$ cat src/rtl/spree_div_pkg.sv
// Shared constants for the HI/LO divider: state encoding, default width and
// iteration-counter sizing.
package spree_div_pkg;

   localparam int DIV_WIDTH = 32;

   localparam logic [1:0] ST_IDLE = 2'd0;
   localparam logic [1:0] ST_BUSY = 2'd1;
   localparam logic [1:0] ST_FIX  = 2'd2;

   // Counter counts 0..w-1; keep at least one bit for degenerate widths.
   function automatic int cnt_width(input int w);
      return (w > 1) ? $clog2(w) : 1;
   endfunction

   localparam int DIV_CNT_W = cnt_width(DIV_WIDTH);

endpackage

$ cat src/rtl/hilo_div_step.sv
// One radix-2 restoring step: shift {remainder, quotient} left, trial-subtract
// the divisor, and keep the difference when it does not go negative.
module hilo_div_step
   import spree_div_pkg::*;
#(
   parameter int WIDTH = DIV_WIDTH
) (
   input  logic [WIDTH-1:0] rem,
   input  logic [WIDTH-1:0] quo,
   input  logic [WIDTH-1:0] divisor,
   output logic [WIDTH-1:0] rem_next,
   output logic [WIDTH-1:0] quo_next
);

   logic        [WIDTH:0] shifted;
   logic signed [WIDTH:0] trial;

   // Remainder stays below the divisor, so a negative trial implies shifted[WIDTH] == 0.
   always_comb begin
      shifted  = {rem, quo[WIDTH-1]};
      trial    = $signed(shifted) - $signed({1'b0, divisor});
      quo_next = {quo[WIDTH-2:0], ~trial[WIDTH]};
      if (!trial[WIDTH]) begin
         rem_next = trial[WIDTH-1:0];
      end else begin
         rem_next = shifted[WIDTH-1:0];
      end
   end

endmodule

$ cat src/rtl/hilo_divider.sv
// Iterative restoring divider feeding the HI (remainder) / LO (quotient) registers.
// Signed division is available only when HILO_DIV_SIGNED_EN is defined.
module hilo_divider
   import spree_div_pkg::*;
#(
   parameter int WIDTH = DIV_WIDTH
) (
   input  logic             clk,
   input  logic             reset,
   input  logic             start,
   input  logic             is_signed,
   input  logic [WIDTH-1:0] opA,
   input  logic [WIDTH-1:0] opB,
   input  logic             squashn,
   output logic             stalled,
   output logic             done,
   output logic [WIDTH-1:0] hi,
   output logic [WIDTH-1:0] lo,
   output logic             div_by_zero
);

   localparam int               CNT_W     = cnt_width(WIDTH);
   localparam logic [CNT_W-1:0] LAST_STEP = CNT_W'(WIDTH - 1);

   logic [1:0]       state;
   logic [CNT_W-1:0] step_cnt;
   logic [WIDTH-1:0] rem_r;
   logic [WIDTH-1:0] quo_r;
   logic [WIDTH-1:0] dvs_r;
   logic [WIDTH-1:0] raw_a;
   logic             dbz_r;
   logic [WIDTH-1:0] mag_a;
   logic [WIDTH-1:0] mag_b;
   logic [WIDTH-1:0] rem_step;
   logic [WIDTH-1:0] quo_step;
   logic [WIDTH-1:0] fix_q;
   logic [WIDTH-1:0] fix_r;
   logic             accept;

   assign accept  = (state == ST_IDLE) && start && squashn;
   assign stalled = accept || (state == ST_BUSY) || (state == ST_FIX);

`ifdef HILO_DIV_SIGNED_EN
   logic q_neg;
   logic r_neg;

   function automatic logic signed [WIDTH-1:0] negate(input logic signed [WIDTH-1:0] v);
      return -v;
   endfunction

   // The most-negative value negates to itself, which is its correct unsigned magnitude.
   always_comb begin
      mag_a = (is_signed && opA[WIDTH-1]) ? negate(opA) : opA;
      mag_b = (is_signed && opB[WIDTH-1]) ? negate(opB) : opB;
   end

   always_ff @(posedge clk) begin
      if (accept) begin
         q_neg <= is_signed && (opA[WIDTH-1] ^ opB[WIDTH-1]);
         r_neg <= is_signed && opA[WIDTH-1];
      end
   end

   always_comb begin
      fix_q = q_neg ? negate(quo_r) : quo_r;
      fix_r = r_neg ? negate(rem_r) : rem_r;
   end
`else
   logic unused_is_signed;

   assign unused_is_signed = is_signed;
   assign mag_a            = opA;
   assign mag_b            = opB;
   assign fix_q            = quo_r;
   assign fix_r            = rem_r;
`endif

   hilo_div_step #(
      .WIDTH(WIDTH)
   ) u_step (
      .rem     (rem_r),
      .quo     (quo_r),
      .divisor (dvs_r),
      .rem_next(rem_step),
      .quo_next(quo_step)
   );

   // Operand capture at the start edge, then one step per BUSY cycle.
   always_ff @(posedge clk) begin
      if (accept) begin
         rem_r <= '0;
         quo_r <= mag_a;
         dvs_r <= mag_b;
         raw_a <= opA;
         dbz_r <= (opB == '0);
      end else if (state == ST_BUSY) begin
         rem_r <= rem_step;
         quo_r <= quo_step;
      end
   end

   always_ff @(posedge clk) begin
      if (reset) begin
         state       <= ST_IDLE;
         step_cnt    <= '0;
         done        <= 1'b0;
         hi          <= '0;
         lo          <= '0;
         div_by_zero <= 1'b0;
      end else begin
         done <= 1'b0;
         if (!squashn) begin
            state <= ST_IDLE;
         end else begin
            case (state)
               ST_IDLE: begin
                  if (start) begin
                     state    <= ST_BUSY;
                     step_cnt <= '0;
                  end
               end
               ST_BUSY: begin
                  if (step_cnt == LAST_STEP) begin
                     state <= ST_FIX;
                  end
                  step_cnt <= step_cnt + CNT_W'(1);
               end
               ST_FIX: begin
                  // Divide by zero reports all-ones quotient and the untouched dividend.
                  state       <= ST_IDLE;
                  done        <= 1'b1;
                  lo          <= dbz_r ? '1 : fix_q;
                  hi          <= dbz_r ? raw_a : fix_r;
                  div_by_zero <= dbz_r;
               end
               default: state <= ST_IDLE;
            endcase
         end
      end
   end

endmodule

$ cat config.mk
export PLATFORM = sky130hd
export DESIGN_NAME = hilo_divider
export DESIGN_NICKNAME = d
export VERILOG_FILES = /design/src/rtl/spree_div_pkg.sv /design/src/rtl/hilo_div_step.sv /design/src/rtl/hilo_divider.sv
export SDC_FILE = /design/constraint.sdc
export NUM_CORES = 1
export LEC_CHECK = 0
export CORE_ASPECT_RATIO = 1.4
export CORE_UTILIZATION = 57
export CTS_BUF_LIST = sky130_fd_sc_hd__clkbuf_4
export DETAILED_ROUTE_END_ITERATION = 12
export GPL_ROUTABILITY_DRIVEN = 0
export PLACE_DENSITY = 0.83
export RECOVER_POWER = 100
export SYNTH_ARGS = -nofsm -noshare
export SYNTH_HDL_FRONTEND = slang
export SYNTH_SLANG_ARGS = --single-unit
$ cat constraint.sdc
create_clock -name clk -period 5.33 [get_ports clk]
set_input_delay 1.066 -clock clk [delete_from_list [all_inputs] [get_ports clk]]
set_output_delay 1.066 -clock clk [all_outputs]
set_load 0.02 [all_outputs]
==> flow_results.xml, run 1 <==
<?xml version="1.0" encoding="UTF-8"?>
<metrics>
  <group name="placed_design">
    <metric name="detailed_place_hpwl" unit="µm">15400</metric>
    <metric name="buffer_ports.inserted" unit="">134</metric>
    <metric name="postPlaceCellArea" unit="mm²">0.01089</metric>
    <metric name="dp_cells" unit="">1184</metric>
  </group>
  <group name="routing">
    <metric name="drt-total-wl" unit="µm">22920</metric>
    <metric name="vias_per_cell" unit="">5.844</metric>
    <metric name="drt_first_pass_iters" unit="">4</metric>
    <metric name="count_of_routing_violations_after_the_opening_detailed_route_iteration" unit="">420</metric>
    <metric name="drtAntennaViolNets" unit="">0</metric>
    <metric name="dr_total_vias" unit="">7433</metric>
    <metric name="drt_drc_violations_left" unit="">0</metric>
    <metric name="wl_per_cell" unit="µm">18.02</metric>
  </group>
  <group name="synth">
    <metric name="yosysSeqAreaShare" unit="%">53.22</metric>
    <metric name="syn-num-nets" unit="">995</metric>
    <metric name="postSynth.topFlopCell" unit="">sky130_fd_sc_hd__dfxtp_1</metric>
    <metric name="mappedNetlistArea" unit="mm²">0.009423</metric>
    <metric name="synth_top_cells_by_area" unit="">sky130_fd_sc_hd__edfxtp_1 31%, sky130_fd_sc_hd__dfxtp_1 22%, sky130_fd_sc_hd__mux2i_1 5.7%</metric>
    <metric name="post-synth-top-area-fraction" unit="%">30.91</metric>
    <metric name="synth_area_per_cell" unit="µm²">10.58</metric>
    <metric name="ys_warn_count" unit="">0</metric>
    <metric name="ys_ff_latch" unit="">202</metric>
    <metric name="synth.largest_area_cell" unit="">sky130_fd_sc_hd__edfxtp_1</metric>
    <metric name="synth-async-reset-ratio" unit="%">0</metric>
    <metric name="ys_types" unit="">62</metric>
    <metric name="synth-edff-count" unit="">97</metric>
    <metric name="synthesized_instance_count" unit="">891</metric>
  </group>
  <group name="sta">
    <metric name="final.setup_skew" unit="ns">0.03231</metric>
    <metric name="worst_pin_slew" unit="ns">3.585</metric>
    <metric name="final.period_utilization" unit="%">80.86</metric>
    <metric name="finalHoldViolCount" unit="">0</metric>
    <metric name="max-slew-margin-rel" unit="%">-139.0</metric>
    <metric name="grt_setup_unrepaired" unit="">false</metric>
    <metric name="period_needed" unit="ns">4.310</metric>
    <metric name="setup_tns" unit="ns">0</metric>
    <metric name="final_setup_violation_count" unit="">0</metric>
    <metric name="finalMaxSlewViolations" unit="">192</metric>
    <metric name="fmaxAchievable" unit="MHz">232.0</metric>
  </group>
  <group name="worst_setup_path">
    <metric name="critical_path.slowest_cell" unit="">sky130_fd_sc_hd__dlygate4sd3_1</metric>
    <metric name="crit_path_frequent_cell" unit="">sky130_fd_sc_hd__dlygate4sd3_1</metric>
    <metric name="delay_heaviest_family_cp" unit="">buffers and inverters</metric>
    <metric name="worst-setup-path-type" unit="">in -&gt; out</metric>
    <metric name="timing.critical_path.to_type" unit="">primary output</metric>
    <metric name="cp_max_fo" unit="">26</metric>
    <metric name="critical_path_cell_count" unit="">5</metric>
    <metric name="worst_ep_required_time" unit="ns">4.26</metric>
    <metric name="worst_setup_path_start_kind" unit="">input port</metric>
    <metric name="worst-endpoint-arrival" unit="ns">3.24</metric>
    <metric name="max_stage_delay" unit="ns">0.68</metric>
    <metric name="crit_path_cell_trace" unit="">dlygate4sd3_1, nor2b_1, and3b_4, or3_1, dlygate4sd3_1</metric>
    <metric name="worst_r2r_path_depth" unit="">13</metric>
    <metric name="critical_path_buffer_and_inverter_count" unit="">2</metric>
  </group>
  <group name="clocking">
    <metric name="postCtsResizedCells" unit="">0</metric>
    <metric name="number_of_buffers_created_by_cts" unit="">47</metric>
    <metric name="post_cts.repair.setup_buffers" unit="">0</metric>
    <metric name="clk_pin_slew" unit="ns">0.07</metric>
    <metric name="hold_buffers" unit="">0</metric>
    <metric name="clock_tree.root_cell" unit="">sky130_fd_sc_hd__clkbuf_4</metric>
    <metric name="htree_num_levels" unit="">2</metric>
    <metric name="clock_tree_from_tritoncts" unit="">done</metric>
    <metric name="cts.sink_count" unit="">202</metric>
    <metric name="cts_buffer_depth" unit="">3</metric>
    <metric name="clk_latency" unit="ns">0.66</metric>
  </group>
  <group name="grt">
    <metric name="first_global_vias" unit="">7324</metric>
    <metric name="initial_antenna_violation_count" unit="">1</metric>
    <metric name="largest_net_degree_at_the_start_of_global_routing" unit="">98</metric>
    <metric name="grt_overflow" unit="">0</metric>
    <metric name="grt_pass1_wl" unit="µm">36780</metric>
    <metric name="grtUsageTotal" unit="%">27.01</metric>
  </group>
  <group name="power">
    <metric name="power_switching" unit="mW">1.556</metric>
    <metric name="power.internal" unit="mW">3.030</metric>
    <metric name="swShare" unit="%">33.93</metric>
    <metric name="pwr_density_cell" unit="mW/mm²">399.9</metric>
    <metric name="lkg_pwr" unit="nW">4.626</metric>
    <metric name="combPwrFrac" unit="%">30.2</metric>
    <metric name="ir_worst_vdd" unit="mV">0.3412</metric>
    <metric name="seqPwrFrac" unit="%">42.3</metric>
    <metric name="p_clk_share" unit="%">27.5</metric>
  </group>
  <group name="status">
    <metric name="violations" unit="">capacitance limit, slew limit</metric>
    <metric name="status" unit="">finished with violations</metric>
  </group>
  <group name="layout">
    <metric name="fillers" unit="">1198</metric>
    <metric name="final_cell_area_excluding_filler_cells" unit="mm²">0.01147</metric>
    <metric name="area_delta_synth_final" unit="%">21.70</metric>
    <metric name="final_layout_net_count" unit="">1138</metric>
    <metric name="final-instance-count-excl-fill" unit="">1272</metric>
    <metric name="post_route_cells_drive_above_1_share" unit="%">11.38</metric>
  </group>
  <group name="die">
    <metric name="chipWidth" unit="µm">110.7</metric>
    <metric name="initial_utilization" unit="%">58.27</metric>
    <metric name="boundaryPins" unit="">136</metric>
    <metric name="placeableCoreArea" unit="mm²">0.01617</metric>
    <metric name="row_count" unit="">55</metric>
    <metric name="die_y" unit="µm">154.1</metric>
    <metric name="fp.dieArea" unit="mm²">0.01706</metric>
  </group>
  <group name="min_path">
    <metric name="min_delay_path_depth" unit="">2</metric>
    <metric name="holdCritPathClass" unit="">reg -&gt; reg</metric>
  </group>
  <group name="flow_run">
    <metric name="timing.max_cap.violations" unit="">3</metric>
  </group>
</metrics>
## per-stage QoR
stage / hold WS (ns) / util (%) / power, mW / setup WS, ns
floorplan: 0.4567 / - / 3.013 / 1.223
global placement: 0.4419 / 67.34 / 3.329 / 1.200
detailed placement: 0.4459 / 67.34 / 3.365 / 1.147
CTS: 0.4555 / 71.20 / 4.632 / 1.140
global route: 0.4892 / 70.91 / 4.845 / 0.8926
finish: 0.4532 / 70.91 / 4.586 / 1.020
## metal layers
metal  vias up  GRT usage [%]  part of all wire [%]
li1       3581              -                     -
met3        57          4.651                   6.1
met1      3533          33.55                    41
met2       262          46.17                    50
met5         -              0                     0
met4         0          11.81                   3.4
## Yosys cell counts (9+ instances only)
| cell type | n |
|---|---|
| sky130_fd_sc_hd__a21o_1 | 9 |
| sky130_fd_sc_hd__nor3_1 | 71 |
| sky130_fd_sc_hd__o21ai_0 | 15 |
| sky130_fd_sc_hd__clkbuf_1 | 40 |
| sky130_fd_sc_hd__dfxtp_1 | 105 |
| sky130_fd_sc_hd__a211oi_1 | 34 |
| sky130_fd_sc_hd__inv_1 | 43 |
| sky130_fd_sc_hd__a21oi_1 | 33 |
| sky130_fd_sc_hd__nand2_1 | 61 |
| sky130_fd_sc_hd__a32oi_1 | 9 |
| sky130_fd_sc_hd__xnor2_1 | 17 |
| sky130_fd_sc_hd__mux2i_1 | 54 |
| sky130_fd_sc_hd__mux2_2 | 31 |
| sky130_fd_sc_hd__xor2_1 | 12 |
| sky130_fd_sc_hd__nor4_1 | 11 |
| sky130_fd_sc_hd__o21ai_1 | 21 |
| sky130_fd_sc_hd__nor2_1 | 90 |
| sky130_fd_sc_hd__edfxtp_1 | 97 |
| sky130_fd_sc_hd__ha_1 | 34 |
## power by group through the flow
stage | logic (mW) | clock network (mW) | registers (mW)
finish | 1.39 | 1.26 | 1.94
global placement | 1.37 | 0 | 1.96
floorplan | 1.11 | 0 | 1.90
global route | 1.53 | 1.36 | 1.96
CTS | 1.41 | 1.29 | 1.93
detailed placement | 1.40 | 0 | 1.97
## area by class of cell
type / instances / area [µm²] / share of cell area, %
sequential: 202 / 5015 / 43.73
clock buffer: 77 / 578.1 / 5.041
tap: 199 / 249.0 / 2.171
multi-input combinational: 596 / 4020 / 35.06
inverter: 43 / 161.4 / 1.408
antenna: 1 / 2.502 / 0.02182
timing repair buffer: 144 / 1395 / 12.17
clock inverter: 10 / 46.29 / 0.4037
## worst paths after layout
check                                start                        to  slack (ns)
setup / recovery                   squashn                   stalled        1.02
hold / removal    div_by_zero$_SDFFE_PP0P_  div_by_zero$_SDFFE_PP0P_        0.45
setup reg to reg       fix_q[31]$_DFFE_PP_    fix_r[18]$_SDFFE_PP0P_        1.15
hold reg to reg   div_by_zero$_SDFFE_PP0P_  div_by_zero$_SDFFE_PP0P_        0.45
## flip-flops by register name (all words and copies together), names as in the netlist
| name | flops |
|---|---|
| dvs_r | 32 |
| fix_q | 32 |
| fix_r | 32 |
| hi | 32 |
| lo | 32 |
| raw_a | 32 |
| step_cnt | 5 |
| state | 2 |
| dbz_r | 1 |
| div_by_zero | 1 |
| done | 1 |
## layout by cell type (no fill, tap or decap), types with 36 or more instances in the layout
cell type,instances
sky130_fd_sc_hd__nand2_1,61
sky130_fd_sc_hd__nor2_1,90
sky130_fd_sc_hd__edfxtp_1,97
sky130_fd_sc_hd__inv_1,43
sky130_fd_sc_hd__nor3_1,71
sky130_fd_sc_hd__clkbuf_4,77
sky130_fd_sc_hd__dfxtp_1,105
sky130_fd_sc_hd__mux2i_1,54
sky130_fd_sc_hd__dlygate4sd3_1,132
sky130_fd_sc_hd__a211oi_1,36
## tightest hold or removal path: stages (launching register included)
cell and delay [ns]:
sky130_fd_sc_hd__dfxtp_1 0.31, sky130_fd_sc_hd__nand2_1 0.05, sky130_fd_sc_hd__a21oi_1 0.05
## logic make-up after synthesis
| group | share of synthesized area [%] |
|---|---|
| and+or+nand+nor | 13.20 |
| xor gates and xnor gates | 2.695 |
| adders and majority gates | 4.727 |
| buffers and inverters | 3.904 |
| muxes | 9.441 |
| AOI/OAI and AO/OA | 12.81 |
| DFF | 53.22 |
Power figures use the tool's default switching activity.
==> run 2, diff against run 1 <==
Settings changed: CORE_UTILIZATION 57 to 51, PLACE_DENSITY 0.83 to 0.79.
Clock period 5.33 ns to 3.45 ns, I/O delays scaled along.
==> run 2 against run 1 <==
Worst hold slack improved by 0.0026 ns. Core utilization decreased by 6.3 points. Clock skew increased by 0.0087 ns. Cell area increased by 1.3%. Largest power group unchanged. The flow finishes with violations (slew limit). Critical path depth unchanged. Clock-buffer cell count decreased by 3. Clock power increased by 53%. Highest routed layer unchanged.
==> flow_results.xml, run 2 (synthesis gave the netlist of run 1 again) <==
<?xml version="1.0" encoding="UTF-8"?>
<metrics>
  <group name="layout">
    <metric name="area_delta_synth_final" unit="%">23.32</metric>
    <metric name="final_cell_area_excluding_filler_cells" unit="mm²">0.01162</metric>
    <metric name="post_route_cells_drive_above_1_share" unit="%">12.22</metric>
    <metric name="most_common_library_cell_in_the_layout_ignoring_fill_and_taps" unit="">sky130_fd_sc_hd__dlygate4sd3_1</metric>
    <metric name="ff_latch_area" unit="mm²">0.005015</metric>
    <metric name="fillers" unit="">1526</metric>
    <metric name="layout_common_cells" unit="">132 x sky130_fd_sc_hd__dlygate4sd3_1, 105 x sky130_fd_sc_hd__dfxtp_1, 97 x sky130_fd_sc_hd__edfxtp_1</metric>
    <metric name="combined_area_of_the_multi_input_logic_cells" unit="mm²">0.004036</metric>
    <metric name="final_layout_net_count" unit="">1146</metric>
  </group>
  <group name="power">
    <metric name="seqPwrFrac" unit="%">41.9</metric>
    <metric name="power.internal" unit="mW">4.715</metric>
    <metric name="p_clk_share" unit="%">26.9</metric>
    <metric name="combPwrFrac" unit="%">31.2</metric>
    <metric name="ir_worst_vdd" unit="mV">0.3291</metric>
    <metric name="swShare" unit="%">34.20</metric>
    <metric name="lkg_pwr" unit="nW">4.655</metric>
    <metric name="pwr_density_cell" unit="mW/mm²">616.7</metric>
    <metric name="power_switching" unit="mW">2.451</metric>
  </group>
  <group name="clocking">
    <metric name="number_of_buffers_created_by_cts" unit="">48</metric>
    <metric name="cts.sink_count" unit="">202</metric>
    <metric name="htree_num_levels" unit="">2</metric>
    <metric name="cts_buffer_depth" unit="">3</metric>
    <metric name="clock_tree_from_tritoncts" unit="">done</metric>
    <metric name="clock_tree.root_cell" unit="">sky130_fd_sc_hd__clkbuf_4</metric>
    <metric name="post_cts.repair.setup_buffers" unit="">0</metric>
    <metric name="clk_latency" unit="ns">0.65</metric>
    <metric name="postCtsResizedCells" unit="">0</metric>
    <metric name="hold_buffers" unit="">0</metric>
    <metric name="clk_pin_slew" unit="ns">0.06</metric>
  </group>
  <group name="worst_setup_path">
    <metric name="reg2reg_slack" unit="ns">0.25</metric>
    <metric name="worst_ep_required_time" unit="ns">2.76</metric>
    <metric name="worst_r2r_path_depth" unit="">13</metric>
    <metric name="max_stage_delay" unit="ns">0.66</metric>
    <metric name="crit_path_cell_trace" unit="">dlygate4sd3_1, nor2b_1, and3b_4, or3_1, dlygate4sd3_1</metric>
    <metric name="critical_path_cell_count" unit="">5</metric>
    <metric name="timing.critical_path.to_type" unit="">primary output</metric>
    <metric name="crit_path_frequent_cell" unit="">sky130_fd_sc_hd__dlygate4sd3_1</metric>
    <metric name="delay_heaviest_family_cp" unit="">buffers and inverters</metric>
    <metric name="worst-setup-path-type" unit="">in -&gt; out</metric>
    <metric name="cp-startpoint" unit="">squashn</metric>
    <metric name="critical_path.slowest_cell" unit="">sky130_fd_sc_hd__dlygate4sd3_1</metric>
    <metric name="crit_end" unit="">stalled</metric>
    <metric name="rr_endpoint" unit="">fix_r[6]$_SDFFE_PP0P_</metric>
    <metric name="worst_setup_path_start_kind" unit="">input port</metric>
    <metric name="rr_startpoint" unit="">fix_q[31]$_DFFE_PP_</metric>
    <metric name="critical_path_buffer_and_inverter_count" unit="">2</metric>
    <metric name="cp_max_fo" unit="">4</metric>
    <metric name="worst-endpoint-arrival" unit="ns">2.67</metric>
  </group>
  <group name="sta">
    <metric name="finalMaxSlewViolations" unit="">40</metric>
    <metric name="final.setup_skew" unit="ns">0.04099</metric>
    <metric name="final_setup_violation_count" unit="">0</metric>
    <metric name="worst_pin_slew" unit="ns">1.504</metric>
    <metric name="period_needed" unit="ns">3.361</metric>
    <metric name="finalHoldViolCount" unit="">0</metric>
    <metric name="fmaxAchievable" unit="MHz">297.6</metric>
    <metric name="final.period_utilization" unit="%">97.41</metric>
    <metric name="setup_tns" unit="ns">0</metric>
    <metric name="grt_setup_unrepaired" unit="">false</metric>
    <metric name="max-slew-margin-rel" unit="%">-0.2605</metric>
    <metric name="final.setup.worst_slack" unit="ns">0.08940</metric>
  </group>
  <group name="grt">
    <metric name="grtUsageTotal" unit="%">25.12</metric>
    <metric name="grt_pass1_wl" unit="µm">36880</metric>
    <metric name="initial_antenna_violation_count" unit="">3</metric>
    <metric name="largest_net_degree_at_the_start_of_global_routing" unit="">108</metric>
    <metric name="first_global_vias" unit="">7268</metric>
    <metric name="grt_overflow" unit="">0</metric>
  </group>
  <group name="routing">
    <metric name="drt_first_pass_iters" unit="">6</metric>
    <metric name="dr_total_vias" unit="">7276</metric>
    <metric name="wl_per_cell" unit="µm">17.60</metric>
    <metric name="drt_drc_violations_left" unit="">0</metric>
    <metric name="vias_per_cell" unit="">5.500</metric>
    <metric name="count_of_routing_violations_after_the_opening_detailed_route_iteration" unit="">354</metric>
    <metric name="drt-total-wl" unit="µm">23290</metric>
    <metric name="drtAntennaViolNets" unit="">0</metric>
  </group>
  <group name="die">
    <metric name="die_y" unit="µm">162.8</metric>
    <metric name="placeableCoreArea" unit="mm²">0.01800</metric>
    <metric name="initial_utilization" unit="%">52.36</metric>
    <metric name="row_count" unit="">58</metric>
    <metric name="boundaryPins" unit="">136</metric>
    <metric name="fp.dieArea" unit="mm²">0.01903</metric>
    <metric name="chipWidth" unit="µm">116.9</metric>
  </group>
  <group name="placed_design">
    <metric name="placement.setup.worst_slack" unit="ns">0.2639</metric>
    <metric name="detailed_place_hpwl" unit="µm">15910</metric>
    <metric name="buffer_ports.inserted" unit="">134</metric>
    <metric name="postPlaceCellArea" unit="mm²">0.01106</metric>
  </group>
  <group name="status">
    <metric name="violations" unit="">slew limit</metric>
    <metric name="status" unit="">finished with violations</metric>
  </group>
  <group name="flow_run">
    <metric name="timing.max_cap.violations" unit="">0</metric>
  </group>
  <group name="min_path">
    <metric name="holdCritPathClass" unit="">reg -&gt; reg</metric>
    <metric name="min_delay_path_depth" unit="">2</metric>
  </group>
</metrics>
[run 2: layout make-up]
class	count	area share, %
Tap cell	240	2.584
Multi-Input combinational cell	596	34.74
Clock buffer	74	4.781
Inverter	43	1.389
Sequential cell	202	43.16
Timing Repair Buffer	151	12.76
Clock inverter	14	0.5276
Antenna cell	3	0.06461
[run 2: worst min path at each step]
stage	endpoint	startpoint
2_1_floorplan	fix_r[11]$_SDFFE_PP0P_	fix_r[11]$_SDFFE_PP0P_
3_3_place_gp	div_by_zero$_SDFFE_PP0P_	div_by_zero$_SDFFE_PP0P_
3_5_place_dp	div_by_zero$_SDFFE_PP0P_	div_by_zero$_SDFFE_PP0P_
4_1_cts	div_by_zero$_SDFFE_PP0P_	div_by_zero$_SDFFE_PP0P_
5_1_grt	div_by_zero$_SDFFE_PP0P_	div_by_zero$_SDFFE_PP0P_
6_report	div_by_zero$_SDFFE_PP0P_	div_by_zero$_SDFFE_PP0P_
[run 2: worst min-delay path, cell delays in order, from the launching register on]
cell	delay [ns]
sky130_fd_sc_hd__dfxtp_1	0.31
sky130_fd_sc_hd__nand2_1	0.05
sky130_fd_sc_hd__a21oi_1	0.05
[run 2: routing by layer]
layer,wire length (µm),GRT usage [%],up-vias
li1,-,-,3600
met1,9884,32.32,3424
met2,11400,40.61,202
met3,1210,4.615,50
met4,801,11.85,0
met5,0,0,-
[run 2: through the flow]
step           total power, mW  utilization, %  hold slack [ns]  instances
2_1_floorplan            4.654               -           0.4567        891
3_3_place_gp             5.234           61.44           0.4476       1232
3_5_place_dp             5.286           61.44           0.4496       1232
4_1_cts                  7.234           64.86           0.4587       1320
5_1_grt                  7.588           64.56           0.4912       1323
6_report                 7.166           64.56           0.4559       1323
[run 2: power by group through the flow]
stage | clock network, mW | logic (mW) | registers [mW]
2_1_floorplan | 0 | 1.72 | 2.93
3_3_place_gp | 0 | 2.20 | 3.04
3_5_place_dp | 0 | 2.24 | 3.04
4_1_cts | 1.98 | 2.26 | 2.99
5_1_grt | 2.10 | 2.47 | 3.03
6_report | 1.93 | 2.23 | 3.00
